## src/rtl/sqrt_unit_ctrl.sv

```systemverilog
// sqrt_unit_ctrl: memory-mapped rounded integer square root sequencer (16-bit operand, 8-bit result); ports clk_i, rst_i, start_i, ack_o, busy_o, mem_addr_o, mem_wr_en_o, mem_data_o, mem_data_i
module sqrt_unit_ctrl #(
  parameter int ADDR_W = 8,
  parameter logic [ADDR_W-1:0] OPND_ADDR = 16,
  parameter logic [ADDR_W-1:0] RES_ADDR = 18
) (
  input  logic              clk_i,
  input  logic              rst_i,
  input  logic              start_i,
  output logic              ack_o,
  output logic              busy_o,
  output logic [ADDR_W-1:0] mem_addr_o,
  output logic              mem_wr_en_o,
  output logic [7:0]        mem_data_o,
  input  logic [7:0]        mem_data_i
);
  localparam logic [2:0] IDLE = 3'd0, RD_HI = 3'd1, RD_LO = 3'd2, CALC = 3'd3, ROUND = 3'd4, WR = 3'd5, DONE = 3'd6;
  localparam logic [ADDR_W-1:0] OPND_LO = OPND_ADDR + ADDR_W'(1);
  logic [2:0] state_q, state_d, i_q, i_d;
  logic armed_q, armed_d;
  logic [15:0] x_q, x_d;
  logic [7:0] r_q, r_d;
  logic [10:0] rem_q, rem_d, rem_sh, trial;
  logic ge;
  assign rem_sh = {rem_q[8:0], x_q[{i_q, 1'b1} -: 2]};
  assign trial = {1'b0, r_q, 2'b01};
  assign ge = rem_sh >= trial;
  assign busy_o = state_q != IDLE && state_q != DONE;
  assign ack_o = state_q == DONE;
  assign mem_wr_en_o = state_q == WR;
  assign mem_data_o = state_q == WR ? r_q : 8'h00;
  assign mem_addr_o = state_q == RD_HI ? OPND_ADDR : state_q == RD_LO ? OPND_LO : state_q == WR ? RES_ADDR : '0;
  always_comb begin
    state_d = state_q;
    armed_d = armed_q;
    x_d = x_q;
    r_d = r_q;
    rem_d = rem_q;
    i_d = i_q;
    case (state_q)
      IDLE: begin
        if (start_i) armed_d = 1'b1;
        else if (armed_q) begin
          armed_d = 1'b0;
          state_d = RD_HI;
        end
      end
      RD_HI: begin
        x_d[15:8] = mem_data_i;
        r_d = '0;
        rem_d = '0;
        state_d = RD_LO;
      end
      RD_LO: begin
        x_d[7:0] = mem_data_i;
        i_d = 3'd7;
        state_d = CALC;
      end
      CALC: begin
        rem_d = ge ? rem_sh - trial : rem_sh;
        r_d = {r_q[6:0], ge};
        i_d = i_q - 3'd1;
        state_d = i_q == 3'd0 ? ROUND : CALC;
      end
      ROUND: begin
        // remainder above the root means the fractional part is at least one half
        r_d = rem_q > {3'b000, r_q} && r_q != 8'hFF ? r_q + 8'd1 : r_q;
        state_d = WR;
      end
      WR: state_d = DONE;
      DONE: begin
        if (start_i) begin
          armed_d = 1'b1;
          state_d = IDLE;
        end
      end
      default: state_d = IDLE;
    endcase
  end
  always_ff @(posedge clk_i or posedge rst_i) begin
    if (rst_i) begin
      state_q <= IDLE;
      armed_q <= 1'b0;
      x_q <= '0;
      r_q <= '0;
      rem_q <= '0;
      i_q <= '0;
    end else begin
      state_q <= state_d;
      armed_q <= armed_d;
      x_q <= x_d;
      r_q <= r_d;
      rem_q <= rem_d;
      i_q <= i_d;
    end
  end
endmodule

```

## config.mk

```make
export PLATFORM = sky130hd
export DESIGN_NAME = sqrt_unit_ctrl
export DESIGN_NICKNAME = d
export VERILOG_FILES = /design/src/rtl/sqrt_unit_ctrl.sv
export SDC_FILE = /design/constraint.sdc
export NUM_CORES = 1
export LEC_CHECK = 0
export BUFFER_PORTS_ARGS = -buffer_cell sky130_fd_sc_hd__buf_4
export CAP_MARGIN = 30
export CORE_MARGIN = 10
export CORE_UTILIZATION = 46
export CTS_BUF_LIST = sky130_fd_sc_hd__clkbuf_16
export DETAILED_ROUTE_END_ITERATION = 10
export HOLD_SLACK_MARGIN = 0.02
export PLACE_DENSITY_LB_ADDON = 0.15
export SLEW_MARGIN = 40
export SYNTH_ARGS = -nofsm -noshare
export SYNTH_HDL_FRONTEND = slang
export SYNTH_SLANG_ARGS = --single-unit
export TNS_END_PERCENT = 20
```

## constraint.sdc

```tcl
create_clock -name clk_i -period 5.7 [get_ports clk_i]
set_clock_uncertainty 0.1 [all_clocks]
set_input_delay 1.14 -clock clk_i [delete_from_list [all_inputs] [get_ports clk_i]]
set_output_delay 1.14 -clock clk_i [all_outputs]
set_load 0.02 [all_outputs]
```

# Yosys cells after proc, flatten, opt, wreduce, memory -nomap -nowiden
# Index checks and enable logic that the tools add are counted.
[word_totals]
output_inout_bits = 19
ff_bits = 42
input_bits = 11
[classes]
addsub = 3
n_lt_le_gt_ge = 2
eq_ne = 12
shifts = 1
n_reduce_logical = 12
mux = 17
[ops]
columns = ["operator", "n"]
rows = [
  ["$pmux W8 S3", 1],
  ["$pmux W11 S2", 1],
  ["$pmux W3 S7", 1],
  ["$shiftx A17 B5 Y2", 1],
  ["$mux W8", 2],
  ["$mux W5", 3],
  ["$mux W3", 4],
  ["$ge A11 B10 Y1", 1],
  ["$gt A11 B8 Y1", 1],
  ["$mux W11", 1],
  ["$sub A11 B10 Y11", 1],
  ["$eq A3 B3 Y1 const B", 3],
  ["$add A8 B1 Y8 const B", 1],
  ["$ne A2 B2 Y1 const B", 4],
  ["$ne A8 B8 Y1 const B", 1],
  ["$eq A3 B2 Y1 const B", 2],
  ["$logic_not A3 Y1", 2],
  ["$pmux W3 S2", 1],
  ["$reduce_bool A2 Y1", 3],
  ["$reduce_bool A3 Y1", 2],
  ["$reduce_and A2 Y1", 2],
  ["$eq A3 B1 Y1 const B", 1],
  ["$ne A3 B3 Y1 const B", 1],
  ["$reduce_and A3 Y1", 1],
  ["other kinds (4)", 6],
]

# Depth between registers and ports, before layout
# Gate-level depths: netlist of the first run.
[logic_depth]
depth_word = 4
mapped_depth = 11
mapped_depth_nobuf = 9

# Least setup slack after synthesis of the first run
# Ideal clock, no wire load.
[synth_timing]
path_kind = "register to register"
startpoint = "reg i_q[0]"
endpoint = "reg rem_q[1]"
slack_ns = 3.028
synth_period_minus_slack_ns = 2.672
required_time_ns = 5.473
stages_incl_launch_ff = 10
setup_ns = 0.127
arrival_ns = 2.445
path_cell_list = "dfrtp_1 > buf_2 > mux4_1 > mux2i_1 > inv_1 > ha_1 > nor3b_1 > o211ai_4 > buf_8 > a221o_2"
[synth_between]
elab_chain_cells = 4
[synth_lines]
columns = ["element", "line_no", "rtl"]
rows = [
  ["start: declaration", "19", "logic [2:0] state_q, state_d, i_q, i_d;"],
  ["start signal: assignment", "94", "i_q <= i_d;"],
  ["$shiftx A17 B5 Y2 *", "25", "assign rem_sh = {rem_q[8:0], x_q[{i_q, 1'b1} -: 2]};"],
  ["$sub A11 B10 Y11 or $ge A11 B10 Y1 (tied branches)", "60, 27", ""],
  ["$mux W11 *", "60", "rem_d = ge ? rem_sh - trial : rem_sh;"],
  ["$pmux W11 S2 *", "40", "case (state_q)"],
  ["end signal: assignment", "93", "rem_q <= rem_d;"],
  ["end: declaration", "23", "logic [10:0] rem_q, rem_d, rem_sh, trial;"],
]
# Mark *: on every way between the ends. The rest lies on a longest branch, timed or not.
# A chain may end at the register's enable or synchronous reset.

# Worst setup path in the final report of the first run
[layout_timing]
startpoint = "reg i_q[0]"
endpoint = "reg rem_q[5]"
# The elaborated chain is that of the path after synthesis.

==> summary.txt, run 1 <==
Worst Setup Start Kind -> flip-flop
vias in the first global route -> 2512
layout cells sized above 1 -> 0.183
Max-Cap Viols -> 0
clock tree buffer depth -> 2
dpl hpwl -> 5.15 mm
Ys Warns -> 0
post-synthesis cell type count -> 65
post-synthesis sequential area ratio -> 0.344
Core ar. -> 6390 sq um
WHS Endpoint -> rem_q[6]$_DFFE_PP0P_
final setup fails -> 0
CTS tree -> done
Routed WL per cell -> 16.8 um
Syn Std Cell Area -> 3050 sq um
GRT met2 Usage -> 0.237
largest net degree at the start of global routing -> 43
power per cell area -> 676 nW/um^2
ys async rst share -> 1.00
Initial Util -> 0.478
Worst Tran Pin Value -> 750 ps
depth of the worst hold-timing path -> 2
Post-layout nets -> 369
initial antenna violation count -> 0
grt met3 use -> 0.0259
floorplan row count -> 29
outcome -> finished clean
DR vias -> 2503
Final Util -> 0.533
diode count -> 0
DRC Markers -> 0
Area Growth Syn to Fin -> 11.4%
RSZ-0062 raised after global routing -> no
die area -> 10300 sq um
max-slew violations -> 0
Largest stage delay, worst path -> 580 ps
first drt pass iteration count -> 4
H-tree depth -> 2
FF-to-FF path depth -> 8
die height -> 101 um
Iter 0 DRT Violations -> 123
number of synthesized flops with an enable pin -> 0
first-pass GRT wire length -> 12.4 mm
Final ANT Viol Nets -> 0
DR vias/cell -> 5.93
post-synthesis cell count -> 327
CP cell instances -> mux4_1 > mux2i_1 > ha_1 > inv_1 > a31o_1 > o211ai_4 > o21ai_0 > a31o_2
hold crit path type -> flip-flop to flip-flop
post-CTS setup buffers -> 0
min Tclk post-route -> 2980 ps
Yosys reg bits -> 42
WP data required -> 5770 ps
min-delay src -> rem_q[6]$_DFFE_PP0P_
Rel. slew slack -> 0.498
Die Span X -> 101 um
Most used DFF post-synth -> dfrtp_1
Tcrit/Tclk final -> 0.522
port bufs -> 24
met1 Use GR -> 0.187
worst-skew pair later-pin latency -> 280 ps
Worst-path clk slew -> 60 ps
WL final -> 7.07 mm
Worst R2R Setup Slack -> 2720 ps
LEAKAGE -> 1.55 nW
CP Max Fanout -> 17
Ports -> 30
total track usage -> 0.143
remaining global-route overflow -> 0
Avg Cell Area, Syn -> 9.34 sq um
Worst VDD drop -> 0.000346 V
Slowest-stage cell, CP -> mux4_1
setup TNS -> 0 ps
# resized after CTS -> 0
signal arrival time at the worst endpoint -> 3050 ps
Final Hold Viols -> 0
clock sinks -> 42
Critical Path End Type -> flip-flop
critical path class -> flip-flop to flip-flop
CTS buffer count -> 5
reg2reg start -> i_q[0]$_DFFE_PP0P_
CTS Root Cell -> clkbuf_16
routability cong. -> 0.828
Reg2Reg Capture Point -> rem_q[5]$_DFFE_PP0P_
delay-heaviest family, CP -> compound AO/OA/AOI/OAI gates
most used routing layer -> met2
# hold bufs at CTS -> 0
max frequency -> 0.336 GHz
Bufs and invs on worst path -> 1
## routing by layer
metal	wire, um	share of wire
met5	0	0
met2	3450	0.49
met3	254	0.036
met1	3260	0.46
met4	105	0.015
## final cells by class
type                    instances  area, sq um
clock buffers                   5          125
clock inverters                 3         17.5
well taps                      77         96.3
repair buffers                 26          195
multi-input cells             251         1850
fillers                       615         2980
inverters                      18         67.6
flip-flops and latches         42         1050
## sequential cells by signal, indices dropped and copies added (netlist names)
register	flops
x_q	16
rem_q	11
r_q	8
i_q	3
state_q	3
armed_q	1
## logic make-up (layout without fill, tap and decap cells)
family | after synthesis | count (layout) | synth area share
AO/OA/AOI/OAI | 83 | 83 | 0.190
buffers and inverters | 38 | 52 | 0.0578
multiplexers | 29 | 29 | 0.132
other | 1 | 5 | 0.00123
XOR/XNOR | 6 | 6 | 0.0172
AND/OR/NAND/NOR | 114 | 114 | 0.200
adder cells (fa/ha/maj) | 14 | 14 | 0.0574
flip-flops | 42 | 42 | 0.344
## where the power goes
group	leakage (nW)	switching (W)	internal [W]
registers	0.512	0.000163	0.000443
logic	0.966	0.000759	0.000657
clock network	0.0750	0.000118	0.000161
## how the worst max path moves through the flow
stage | startpoint | to | slack [ps] | cells after the start
after floorplan | i_q[0]$_DFFE_PP0P_ | rem_q[1]$_DFFE_PP0P_ | 3030 | 9
after global placement | i_q[0]$_DFFE_PP0P_ | rem_q[1]$_DFFE_PP0P_ | 2800 | 8
after detailed placement | i_q[0]$_DFFE_PP0P_ | rem_q[5]$_DFFE_PP0P_ | 2710 | 8
after CTS | i_q[0]$_DFFE_PP0P_ | rem_q[5]$_DFFE_PP0P_ | 2710 | 8
after global routing | i_q[0]$_DFFE_PP0P_ | rem_q[5]$_DFFE_PP0P_ | 2490 | 8
final | i_q[0]$_DFFE_PP0P_ | rem_q[5]$_DFFE_PP0P_ | 2720 | 8
## Yosys cell counts, types with 2 or more instances
cell,n,area share
o2bb2ai_1,6,0.017
nand2b_1,8,0.016
clkbuf_1,11,0.014
mux4_1,5,0.043
dfrtp_1,42,0.34
or3_1,2,0.0041
a21o_1,4,0.0098
nor3b_1,2,0.0049
o21ai_1,2,0.0033
mux2_2,16,0.059
or4_1,3,0.0074
and3b_1,2,0.0057
inv_1,17,0.021
mux2i_1,7,0.023
ha_1,14,0.057
o21ai_0,21,0.034
buf_4,5,0.012
buf_2,3,0.0049
nand2_1,28,0.034
a31oi_1,3,0.0061
o21a_1,3,0.0074
a21boi_0,2,0.0049
nor2_1,21,0.026
a21oi_1,15,0.025
o311ai_0,2,0.0057
o22ai_1,3,0.0061
xnor2_1,4,0.011
xor2_1,2,0.0057
a211o_1,2,0.0057
nor2b_1,5,0.010
and3_1,13,0.027
nand3_1,8,0.013
o211ai_1,3,0.0074
and2_1,4,0.0082
nor3_1,7,0.011
nand3b_1,3,0.0074
## per-stage QoR
stage	setup slack, ps	instances	power (W)	hold WS [ps]	area [sq um]
2_1_floorplan	3030	331	0.00174	375	3070
3_3_place_gp	2800	414	0.00199	397	3250
3_5_place_dp	2710	414	0.00202	404	3250
5_1_grt	2490	422	0.00254	446	3400
4_1_cts	2710	422	0.00231	417	3390
6_report	2720	422	0.00230	415	3400
## layout by cell type (no fill, tap or decap), drive strengths merged, types with 3 or more instances in the layout
cell	instances
mux2	16
a31oi	3
mux4	6
nor3	7
and3	13
ha	14
nand3b	3
a21o	4
and2	4
o2bb2ai	6
o22ai	3
o21a	3
a21boi	3
nand2	28
conb	5
o211ai	4
buf	26
a21oi	15
nor3b	3
inv	19
nand2b	8
o21ai	23
nand3	8
nor2b	5
xnor2	4
or4	3
dfrtp	42
clkbuf	5
mux2i	7
nor2	22
## tightest hold or removal path: stages, from the launching register on
cell and delay (ps):
dfrtp_1 360, nand2_1 60, o21ai_0 60
(Power assumes the default switching activity.)
==> inputs of run 2 (changes only) <==
ABC_AREA = 1   (was default)
clock period = 2.8 ns   (was 5.7 ns; I/O delays follow)
==> run 2 against run 1 <==
Net effect: non-clock buffer count rose by 4; cell count rose by 18%; core utilization rose by 1.2 points; count of clock-buffer cells in the layout did not move; global-route usage fell by 0.36 points; final area fell by 4.1%; sequential share of layout area rose by 1.4 points; sequential power rose by 85%; die area fell by 4.8%; wire length fell by 4.9%; worst hold slack got worse by 180 ps; synthesized area fell by 6.0%; highest routed layer unchanged.
==> summary.txt, run 2 <==
Avg Cell Area, Syn -> 7.27 sq um (-22%)
Max-Cap Viols -> 0 (unchanged)
most frequent cells in the layout -> nand2_1, inv_1, nor2_1, dfrtp_1, buf_4
Filler cells -> 589 (-4.2%)
RSZ-0062 raised after global routing -> no
combinational power share -> 0.638 (+0.022)
post-synthesis adder-cell area fraction -> 0.0610 (+0.00365)
number of synthesized flops with an enable pin -> 0 (unchanged)
share of the synthesized area in the top cell type -> 0.366 (+0.0219)
clock sinks -> 42 (unchanged)
Worst Tran Pin Value -> 525 ps (-225 ps)
dpl hpwl -> 5.15 mm (about the same)
Most used DFF post-synth -> dfrtp_1
critical path class -> flip-flop to flip-flop
CTS buffer count -> 5 (unchanged)
Biggest register -> x_q
Final Hold Viols -> 0 (unchanged)
biggest area contributors in the synthesized netlist -> dfrtp_1, nand2_1, inv_1
LEAKAGE -> 1.70 nW (+9.4%)
main combinational cell family by area after synthesis -> simple AND/OR/NAND/NOR gates
WL final -> 6.73 mm (-4.9%)
sw frac -> 0.502 (+0.0500)
hold crit path type -> input port to asynchronous set/reset pin
DRC Markers -> 0 (unchanged)
XOR/XNOR Fraction of Synth Area -> 0.0214 (+0.00415)
first-pass GRT wire length -> 11.5 mm (-7.0%)
synth cell count leaders -> nand2_1, inv_1, dfrtp_1, nor2_1, nand3_1
total track usage -> 0.140 (-0.00357)
worst-skew pair later-pin latency -> 280 ps (about the same)
Synth Area in Compound Gates -> 0.150 (-0.0398)
Syn Std Cell Area -> 2870 sq um (-6.0%)
signal arrival time at the worst endpoint -> 2540 ps (-510 ps)
vias in the first global route -> 2465 (-1.9%)
layout cells sized above 1 -> 0.167 (-0.0155)
setup TNS -> 0 ps (unchanged)
Post-Synth Simple-Gate Area -> 0.290 (+0.0907)
Critical Path End Type -> flip-flop
Iter 0 DRT Violations -> 108 (-12%)
CTS tree -> done
CP cell instances -> inv_1 > ha_1 > a21oi_2 > o21ai_0 > a31oi_1 > nand3_4 > buf_4 > nor2_2 > o22ai_2
max frequency -> 0.404 GHz (+20%)
switching pwr -> 0.00235 W (+130%)
first drt pass iteration count -> 4 (unchanged)
Clk pwr share -> 0.122 (about the same)
Internal -> 0.00233 W (+85%)
post-synth top area cell -> dfrtp_1
mux cell area share after synthesis -> 0 (-0.132)
Largest stage delay, worst path -> 380 ps (-200 ps)
Worst Setup Start Kind -> flip-flop
Ys Warns -> 0 (unchanged)
Routed WL per cell -> 13.5 um (-20%)
H-tree depth -> 2 (unchanged)
routability cong. -> 0.892 (+7.7%)
Area Growth Syn to Fin -> 13.7%
ys async rst share -> 1.00 (unchanged)
final setup fails -> 0 (unchanged)
Rel. slew slack -> 0.649 (+0.151)
post-synthesis cell count -> 395 (+21%)
Slowest-stage cell, CP -> dfrtp_1
WP data required -> 2860 ps (-2910 ps)
floorplan row count -> 28 (-3.4%)
remaining global-route overflow -> 0 (unchanged)
Ports -> 30 (unchanged)
Top Registers -> x_q: 16 flops, rem_q: 11 flops, r_q: 8 flops
max-slew violations -> 0 (unchanged)
clock tree buffer depth -> 2 (unchanged)
Post-layout nets -> 449 (+22%)
CP Max Fanout -> 15 (-2)
Yosys reg bits -> 42 (unchanged)
count leader, synth -> nand2_1
CTS Root Cell -> clkbuf_16
largest net degree at the start of global routing -> 24 (-44%)
outcome -> finished clean
min Tclk post-route -> 2480 ps (-498 ps)
port bufs -> 24 (unchanged)
die area -> 9800 sq um (-4.8%)
initial antenna violation count -> 0 (unchanged)
post-CTS setup buffers -> 0 (unchanged)
commonest non-fill, non-tap cell in the layout -> nand2_1
Core ar. -> 5990 sq um (-6.2%)
Hold Worst Slack -> 231 ps (-184 ps)
Die Span X -> 99.0 um (-2.4%)
Final ANT Viol Nets -> 0 (unchanged)
Tcrit/Tclk final -> 0.885 (+0.363)
DR vias -> 2550 (+1.9%)
max FFs per register -> 16 (unchanged)
post-synthesis cell type count -> 37 (-43%)
DR vias/cell -> 5.10 (-14%)
Seq pwr share -> 0.241 (-0.022)
diode count -> 0 (unchanged)
power per cell area -> 1430 nW/um^2 (+110%)
post-synthesis sequential area ratio -> 0.366 (+0.0219)
Initial Util -> 0.479 (+0.00106)
die height -> 99.0 um (-2.4%)
Worst-path clk slew -> 60 ps (about the same)
Worst VDD drop -> 0.000545 V (+58%)
## run 2: cell count changes in the layout (fill, tap and decap cells not counted), moves of 6 or more
cell       previous run  this run
mux2_2               16         0
nand3_1               8        20
nand2b_1              8         0
nor2_1               21        42
and3_1               13         0
o21ai_1               2        18
mux2i_1               7         0
inv_2                 1        10
o2bb2ai_1             6         0
inv_1                18        52
nand2_1              28        99
nand2_2               0         6
## run 2: final timing paths
kind,cells after the start,to,start,slack (ps)
max in group asynchronous,3,i_q[0]$_DFFE_PP0P_,rst_i,2110
min in group clk_i,2,x_q[6]$_DFFE_PP0P_,x_q[6]$_DFFE_PP0P_,390
hold reg to reg,2,x_q[6]$_DFFE_PP0P_,x_q[6]$_DFFE_PP0P_,390
hold / removal,3,armed_q$_DFFE_PP0P_,rst_i,230
setup / recovery,9,rem_q[8]$_DFFE_PP0P_,r_q[2]$_DFFE_PP0P_,320
setup reg to reg,9,rem_q[8]$_DFFE_PP0P_,r_q[2]$_DFFE_PP0P_,320
## run 2: power groups by stage
stage | Combinational [W] | Clock (W) | Sequential (W)
finish | 0.00298 | 0.000569 | 0.00112
global route | 0.00341 | 0.000605 | 0.00117
global placement | 0.00293 | 0 | 0.00113
detailed placement | 0.00298 | 0 | 0.00113
floorplan | 0.00246 | 0 | 0.00106
CTS | 0.00299 | 0.000580 | 0.00112
## run 2: through the flow
step | cell area (sq um) | worst slack, ps | instances | total power [W] | utilization
after global placement | 3120 | 297 | 492 | 0.00406 | 0.521
final | 3260 | 322 | 500 | 0.00467 | 0.545
after floorplan | 2890 | 613 | 399 | 0.00352 | -
after global routing | 3260 | 61.7 | 500 | 0.00518 | 0.545
after CTS | 3260 | 242 | 500 | 0.00470 | 0.544
after detailed placement | 3120 | 267 | 492 | 0.00411 | 0.521
## run 2: layout make-up
class / count / area (sq um) / area share
Multi-Input combinational cell: 284 / 1520 / 0.466
Sequential cell: 42 / 1050 / 0.322
Inverter: 61 / 229 / 0.0702
Timing Repair Buffer: 30 / 225 / 0.0690
Clock buffer: 5 / 125 / 0.0383
Tap cell: 75 / 93.8 / 0.0288
Clock inverter: 3 / 17.5 / 0.00537
## run 2: cell families after synthesis
group,Yosys count
AOI/OAI and AO/OA,71
buffers and inverters,73
other,1
adders and majority gates,14
DFF,42
xor gates and xnor gates,7
and+or+nand+nor,187
## run 2: repair_timing
action | in CTS | in global routing
setup endpoints to repair | 0 | 2
hold buffers | 0 | 0
resized for setup | 0 | 1
## run 2: layer usage
| layer | global-route usage | part of all wire | up-vias | wire [um] |
|---|---|---|---|---|
| li1 | - | - | 1332 | - |
| met1 | 0.184 | 0.49 | 1165 | 3300 |
| met2 | 0.220 | 0.44 | 47 | 2990 |
| met3 | 0.0328 | 0.052 | 6 | 351 |
| met4 | 0.0452 | 0.013 | 0 | 87 |
| met5 | 0 | 0 | - | 0 |
## run 2: critical path: cells and delay by family (launching register included)
family	cells	cell delay, ps
buffers and inverters	2	330
DFF	1	380
AOI/OAI and AO/OA	4	810
and+or+nand+nor	2	350
adders and majority gates	1	370
